File: src/rtl/instr_fetch_unit.sv
// Instruction fetch unit: sequential fetch with credit-based flow control,
// an in-order response FIFO feeding the core, and redirect handling that
// discards responses to requests issued before the redirect.
module instr_fetch_unit #(
  parameter logic [31:0] RESET_PC = 32'h0000_0000,
  parameter int          DEPTH    = 4
) (
  input  logic        clk,
  input  logic        reset,
  output logic        imem_req_valid,
  output logic [31:0] imem_req_addr,
  input  logic        imem_req_ready,
  input  logic        imem_rsp_valid,
  input  logic [31:0] imem_rsp_data,
  input  logic        redirect_valid,
  input  logic [31:0] redirect_pc,
  output logic        instr_valid,
  output logic [31:0] instr_data,
  output logic [31:0] instr_pc,
  input  logic        instr_ready
);

  localparam int PW = (DEPTH > 1) ? $clog2(DEPTH) : 1;
  localparam int CW = $clog2(DEPTH + 1);
  localparam int SW = CW + 1;

  logic [31:0]   fetch_pc_q, fetch_pc_d;
  logic [31:0]   push_pc_q, push_pc_d;
  logic [PW-1:0] rd_ptr_q, rd_ptr_d;
  logic [PW-1:0] wr_ptr_q, wr_ptr_d;
  logic [CW-1:0] count_q, count_d;
  logic [CW-1:0] inflight_q, inflight_d;
  logic [CW-1:0] discard_q, discard_d;

  logic [31:0]   fifo_pc_q   [DEPTH];
  logic [31:0]   fifo_data_q [DEPTH];

  logic [SW-1:0] credit_used;
  logic [31:0]   redirect_target;
  logic          req_fire;
  logic          rsp_taken;
  logic          rsp_drop;
  logic          fifo_has_room;
  logic          push;
  logic          pop;

  // Buffered entries plus outstanding requests bound how many more we may issue.
  assign credit_used     = SW'(count_q) + SW'(inflight_q);
  assign redirect_target = redirect_pc & 32'hFFFF_FFFC;

  // Requests are suppressed during reset and in the redirect cycle itself.
  assign imem_req_valid = reset & ~redirect_valid & (credit_used < SW'(DEPTH));
  assign imem_req_addr  = fetch_pc_q;
  assign req_fire       = imem_req_valid & imem_req_ready;

  // A response with nothing in flight is a protocol error and is ignored.
  assign rsp_taken     = imem_rsp_valid & (inflight_q != '0);
  assign rsp_drop      = rsp_taken & (discard_q != '0);
  assign fifo_has_room = (count_q != CW'(DEPTH)) | pop;
  assign push          = rsp_taken & (discard_q == '0) & ~redirect_valid & fifo_has_room;

  assign instr_valid = (count_q != '0);
  assign instr_data  = instr_valid ? fifo_data_q[rd_ptr_q] : '0;
  assign instr_pc    = instr_valid ? fifo_pc_q[rd_ptr_q]   : '0;
  assign pop         = instr_valid & instr_ready;

  // Next-state for fetch address, counters and FIFO pointers.
  always_comb begin
    fetch_pc_d = fetch_pc_q;
    push_pc_d  = push_pc_q;
    rd_ptr_d   = rd_ptr_q;
    wr_ptr_d   = wr_ptr_q;
    count_d    = count_q;
    inflight_d = inflight_q + CW'(req_fire) - CW'(rsp_taken);
    discard_d  = discard_q - CW'(rsp_drop);

    if (req_fire) begin
      fetch_pc_d = fetch_pc_q + 32'd4;
    end
    if (push) begin
      wr_ptr_d  = wr_ptr_q + PW'(1);
      push_pc_d = push_pc_q + 32'd4;
    end
    if (pop) begin
      rd_ptr_d = rd_ptr_q + PW'(1);
    end
    count_d = count_q + CW'(push) - CW'(pop);

    // Everything still outstanding after this edge belongs to the old path.
    if (redirect_valid) begin
      fetch_pc_d = redirect_target;
      push_pc_d  = redirect_target;
      discard_d  = inflight_d;
      count_d    = '0;
      rd_ptr_d   = wr_ptr_q;
    end
  end

  // Control state with asynchronous active-low reset.
  always_ff @(posedge clk or negedge reset) begin
    if (!reset) begin
      fetch_pc_q <= RESET_PC;
      push_pc_q  <= RESET_PC;
      rd_ptr_q   <= '0;
      wr_ptr_q   <= '0;
      count_q    <= '0;
      inflight_q <= '0;
      discard_q  <= '0;
    end else begin
      fetch_pc_q <= fetch_pc_d;
      push_pc_q  <= push_pc_d;
      rd_ptr_q   <= rd_ptr_d;
      wr_ptr_q   <= wr_ptr_d;
      count_q    <= count_d;
      inflight_q <= inflight_d;
      discard_q  <= discard_d;
    end
  end

  // FIFO storage; contents are only visible through the valid-gated head.
  always_ff @(posedge clk) begin
    if (push) begin
      fifo_pc_q[wr_ptr_q]   <= push_pc_q;
      fifo_data_q[wr_ptr_q] <= imem_rsp_data;
    end
  end

endmodule
File: config.mk
export PLATFORM = sky130hd
export DESIGN_NAME = instr_fetch_unit
export DESIGN_NICKNAME = d
export VERILOG_FILES = /design/src/rtl/instr_fetch_unit.sv
export SDC_FILE = /design/constraint.sdc
export NUM_CORES = 1
export LEC_CHECK = 0
export ABC_AREA = 1
export BUFFER_PORTS_ARGS = -buffer_cell sky130_fd_sc_hd__buf_2
export CAP_MARGIN = 25
export CORE_ASPECT_RATIO = 1.75
export CORE_MARGIN = 2
export CORE_UTILIZATION = 50
export DETAILED_ROUTE_END_ITERATION = 16
export GPL_TIMING_DRIVEN = 0
export PLACE_DENSITY = 0.79
export SYNTH_ARGS = -nofsm -noshare
export SYNTH_HDL_FRONTEND = slang
export SYNTH_SLANG_ARGS = --single-unit
File: constraint.sdc
create_clock -name clk -period 4.55 [get_ports clk]
set_input_delay 0.6825 -clock clk [delete_from_list [all_inputs] [get_ports clk]]
set_output_delay 0.6825 -clock clk [all_outputs]
set_load 0.03 [all_outputs]
**Yosys cells after proc, flatten, opt, wreduce, memory -nomap -nowiden**

Memory sizes are Yosys's and may differ from the RTL's.
Index checks and enable logic that the tools add are counted.

- Flip-flop bits (word level): 77
- Latch bits: 0
- Memory bits (writable): 256
- ROM bits: 0
- Bits of input ports: 70
- Output and inout port bits: 98
- Logic and storage cells: 51
- Memories: 2

Memories:

| memory | words | bits a word | rd ports | clocked after Yosys merged registers in | write ports | RTL line | RTL |
|---|---|---|---|---|---|---|---|
| fifo_data_q | 4 | 32 | 1 | 0 | 1 | 36 | `logic [31:0] fifo_data_q [DEPTH];` |
| fifo_pc_q | 4 | 32 | 1 | 0 | 1 | 35 | `logic [31:0] fifo_pc_q [DEPTH];` |

- Add/subtract/negate cells: 10
- Multiply operators: 0
- Divide/modulo/power cells: 0
- $lt $le $gt $ge: 1
- Eq/ne operators: 1
- Shift-type cells: 0
- Multiplexer cells: 12
- Bitwise operators: 11
- Reduce and logical (&&, ||, !) cells: 7

Operators with widths:

| operator | count |
|---|---|
| 2-to-1 mux 32 bit | 6 |
| adder 32 x 3 -> 32 bit, second input constant | 2 |
| AND 1 bit | 9 |
| nonzero test 3 bit | 3 |
| subtractor 3 x 1 -> 3 bit | 3 |
| adder 3 x 1 -> 3 bit | 2 |
| 2-to-1 mux 3 bit | 2 |
| nonzero test 2 bit | 3 |
| adder 2 x 1 -> 2 bit, second input constant | 2 |
| adder 3 x 3 -> 4 bit | 1 |
| < comparator 4 x 3 -> 1 bit, second input constant | 1 |
| 2-to-1 mux 2 bit | 2 |
| zero test 3 bit | 1 |
| != test 3 bit, second input constant | 1 |
| 2-to-1 mux 1 bit | 2 |
| inverter 1 bit | 1 |
| OR 1 bit | 1 |

**Depth between registers and ports, before layout**

- Word-level depth: 8
- Gate-level depth with buffers: 15
- Mapped depth without buffers: 14

**Worst setup path after synthesis**

OpenSTA, ideal clock, no wires.

- Kind: input -> register
- From: input redirect_valid
- To: memory fifo_data_q[0][0], enable pin
- Library setup time: 0.483 ns
- Arrival: 3.991 ns
- Required time: 4.067 ns
- Slack: 0.076 ns
- Cell stages on the path: 8
- Buffers on the path: 3
- Cell sequence: buf_6 inv_2 nand3_1 nor2_1 nand2_1 buf_2 buf_6 nor2_1

- Cells in the longest elaborated chain, start to end: 5

Ends and longest elaborated chain:

| what | RTL line | RTL |
|---|---|---|
| from (decl) | 15 | `input logic redirect_valid,` |
| inverter 1 bit | 60 | `assign push = rsp_taken & (discard_q == '0) & ~redirect_valid & fifo_has_room;` |
| AND 1 bit (2 in a row) | 60 |  |
| 2-to-1 mux 1 bit | 122 | `if (push) begin` |
| 2-to-1 mux 1 bit (not written as such) | 124 | `fifo_data_q[wr_ptr_q] <= imem_rsp_data;` |
| to (decl) | 36 |  |

No other way between the ends.

**Worst setup path after layout**

- From: register rd_ptr_q[0]
- To: output instr_pc[13]

- Cells in the longest elaborated chain, start to end: 2

Ends and longest elaborated chain:

| what | RTL line | RTL |
|---|---|---|
| from (decl) | 29 | `logic [PW-1:0] rd_ptr_q, rd_ptr_d;` |
| from (signal assigned) | 112 | `rd_ptr_q <= rd_ptr_d;` |
| memory read (4 x 32 bit) | - |  |
| 2-to-1 mux 32 bit | 64 | `assign instr_pc = instr_valid ? fifo_pc_q[rd_ptr_q] : '0;` |
| to (decl) | 19 | `output logic [31:0] instr_pc,` |

No other way between the ends.

==> results.yml <==
place:
  gp_congestion: 0.8840
  placement.io_buffers: 160
  dp_hpwl_um: 27370
critical_path:
  worst-path-buf-inv: 5
  timing.critical_path.mode_cell: "buf_2"
  startpoint_type: "register"
  rr_startpoint: "count_q[1]"
  cpPeakStageDelay_ns: 0.42
  cp_max_fo: 10
  worst_r2r_endpoint: "discard_q[2]"
  crit_chain: "buf_2 > inv_2 > buf_2 > clkbuf_1 > o21ai_0 > a21oi_1 > buf_2"
  cpLargestDelayFamily: "buffers and inverters"
  reg2reg_setup_slack_ns: 1.44
  path_class: "register to output pin"
  endpoint_kind: "output pin"
  cp_slowest_cell: "clkbuf_1"
  rr_worst_depth: 15
  crit_required_ns: 3.87
  cp.arrival_ns: 2.86
cts:
  cts-root-buf: "clkbuf_16"
  cts_tree: "built"
  postCtsSetupBuffers: 0
  clkLatencyLatePin_ns: 0.55
  cts_buffer_depth: 3
  cts.sinks: 321
  cts-htree-levels: 1
  post_cts_resized: 0
  clk_pin_slew_worst_paths_ns: 0.07
  numCtsBuffers: 28
routing:
  first_pass_iters: 6
  highest_layer: "met4"
  wl_met3_um: 2276
  wl_met2_um: 21130
  viasPerCell: 5.361
  drt-total-wl_um: 38400
  wl_met1_um: 13280
  wl_per_cell_um: 17.79
  drcViolationCount: 0
  vias: 11568
  antenna_left: 0
  dr.first_iter.drc_count: 931
finish:
  drive_gt1_share_pct: 15.03
  diodes: 0
  n_fill_cell: 2399
  area_delta_synth_final_pct: 16.87
  final_cell_mix: "nor2_1 (341), nand2_1 (316), edfxtp_1 (248)"
  nets: 1840
  layout_commonest_cell: "nor2_1"
yosys:
  synth_edf_count: 248
  synth_top_area_share_pct: 50.43
  yosys_warnings: 0
  postSynthCellCount: 1551
  postSynthAreaPerCell_um2: 9.522
  synth_cell_types: 32
  yosysTopAreaCell: "edfxtp_1"
  synthArstFlopShare_pct: 22.74
  seq_area_frac_synth_pct: 62.80
  ys_seq_elements: 321
  ys_top_cells_by_area: "edfxtp_1 (50%), dfrtp_1 (12%), nor2_1 (8.8%), nand2_1 (8.0%), o21ai_0 (4.6%)"
  synth_flop_cell: "edfxtp_1"
  netlist_area_um2: 14770
power:
  seqPwrFrac_pct: 36.6
  switching_share_pct: 41.52
  power_frac_clock_pct: 24.2
  powerDensity_nw_per_um2: 592.0
  internal_power_mw: 5.975
  leakagePower_nw: 6.980
  p_comb_share_pct: 39.3
  power_switching_mw: 4.242
  peakVddDrop_mv: 0.2910
worst_hold_path:
  min_path_type: "primary input to register"
  holdCritStartpoint: "imem_rsp_data[16]"
  min_delay_path_depth: 1
  min_to: "fifo_data_q[0][16]"
global_route:
  grt_first_pass_wirelength_um: 58780
  grt_max_degree: 62
  grt.total_usage_pct: 24.61
  grt-ovfl-total: 0
  antenna_found_initial: 0
  grt_pass1_vias: 11339
sta:
  finalCritPeriodShare_pct: 77.84
  max_freq_mhz: 282.4
  fin_setup_tns_ns: 0
  drv_slew: 0
  final_hold_viol_count: 0
  clock_skew_ns: 0.01021
  worst_pin_slew_ns: 0.7251
  grt_setup_unrepaired: "false"
  final-setup-viol-count: 0
  hold-worst-slack_ns: 0.3458
  relSlewSlack_pct: 51.55
  min_period_ns: 3.542
run_status:
  status: "completed"
floorplan:
  die_y_um: 231.4
  coreArea_um2: 29180
  num_rows: 83
  die_area_um2: 30980
  start_util_pct: 50.61
  dieWidth_um: 133.9
  boundaryPins: 168
job:
  max_cap_violations: 0
==> metrics by stage <==
step	total power [mW]	cells	area, um^2	setup WS, ns	util [%]
6_report	10.22	2158	17260	1.008	59.14
5_1_grt	10.74	2158	17260	0.9197	59.14
4_1_cts	10.27	2158	17260	0.9506	59.14
3_5_place_dp	7.807	2105	16290	1.246	55.81
3_3_place_gp	7.692	2096	16060	-2.153	55.03
2_1_floorplan	6.423	1554	14780	0.07570	-
==> logic make-up (layout without fill, tap and decap cells) <==
family | Yosys count | after routing | share of synthesized area (%)
AOI/OAI and AO/OA | 217 | 217 | 7.608
buffers and inverters | 175 | 397 | 4.999
and+or+nand+nor | 801 | 801 | 21.93
adders and majority gates | 16 | 16 | 1.457
xor gates and xnor gates | 20 | 20 | 1.186
other | 1 | 4 | 0.02539
DFF | 321 | 321 | 62.80
==> flip-flops by register name, indices dropped and copies added (netlist names) <==
signal and cells:
count_q 3, wr_ptr_q 2, fifo_data_q 128, imem_req_addr 30
fifo_pc_q 120, discard_q 3, push_pc_q 30, inflight_q 3
rd_ptr_q 2
==> synthesized netlist by cell type (2+ instances only) <==
master and n:
inv_1 100, or2_2 2, nand4_1 4, nand2_1 316, xor2_1 9, dfrtp_1 73, inv_2 6, fa_1 2
nor2_1 345, xnor2_1 11, a21oi_1 65, buf_6 5, nand3_1 117, clkbuf_2 2, o21ai_0 137, nor2_4 3
clkbuf_1 29, and2_1 3, buf_1 12, nand2_2 4, edfxtp_1 248, nand3b_1 3, ha_1 14, o211ai_1 2
buf_4 6, o21bai_1 12, buf_2 15, nor2_2 2
==> worst max-delay path by stage <==
stage,cells past startpoint,start,endpoint
after floorplan,8,redirect_valid,fifo_data_q[0][0]
after global placement,7,imem_rsp_valid,fifo_data_q[2][22]
after CTS,7,rd_ptr_q[0],instr_pc[13]
after detailed placement,16,reset,discard_q[2]
final,7,rd_ptr_q[0],instr_pc[13]
after global routing,7,rd_ptr_q[0],instr_pc[13]
==> power groups by stage <==
stage	clock network (mW)	logic (mW)	registers (mW)
floorplan	0	2.61	3.81
global placement	0	3.91	3.78
detailed placement	0	4.02	3.79
CTS	2.50	4.05	3.73
global route	2.61	4.37	3.76
finish	2.47	4.01	3.73
==> repair_timing <==
item / in CTS / in global routing
endpoints found under the setup margin: 0 / 0
hold buffers: 1 / 0
hold endpoints to repair: 12 / 0
==> metal layers <==
layer / up-vias / track usage (%)
met5: - / 0
met2: 471 / 47.21
met3: 80 / 2.668
li1: 5551 / -
met1: 5466 / 26.28
met4: 0 / 12.33
==> area by class of cell <==
| cell class | instances | area, um^2 | area share, % |
|---|---|---|---|
| tap | 382 | 478.0 | 2.769 |
| sequential | 321 | 9274 | 53.73 |
| inverter | 106 | 397.9 | 2.305 |
| timing repair buffer | 170 | 1008 | 5.843 |
| multi-input combinational | 1058 | 4797 | 27.79 |
| buffer | 69 | 340.3 | 1.972 |
| clock inverter | 18 | 209.0 | 1.211 |
| clock buffer | 34 | 754.5 | 4.371 |
No activity file was read; power rests on OpenSTA's default activity.
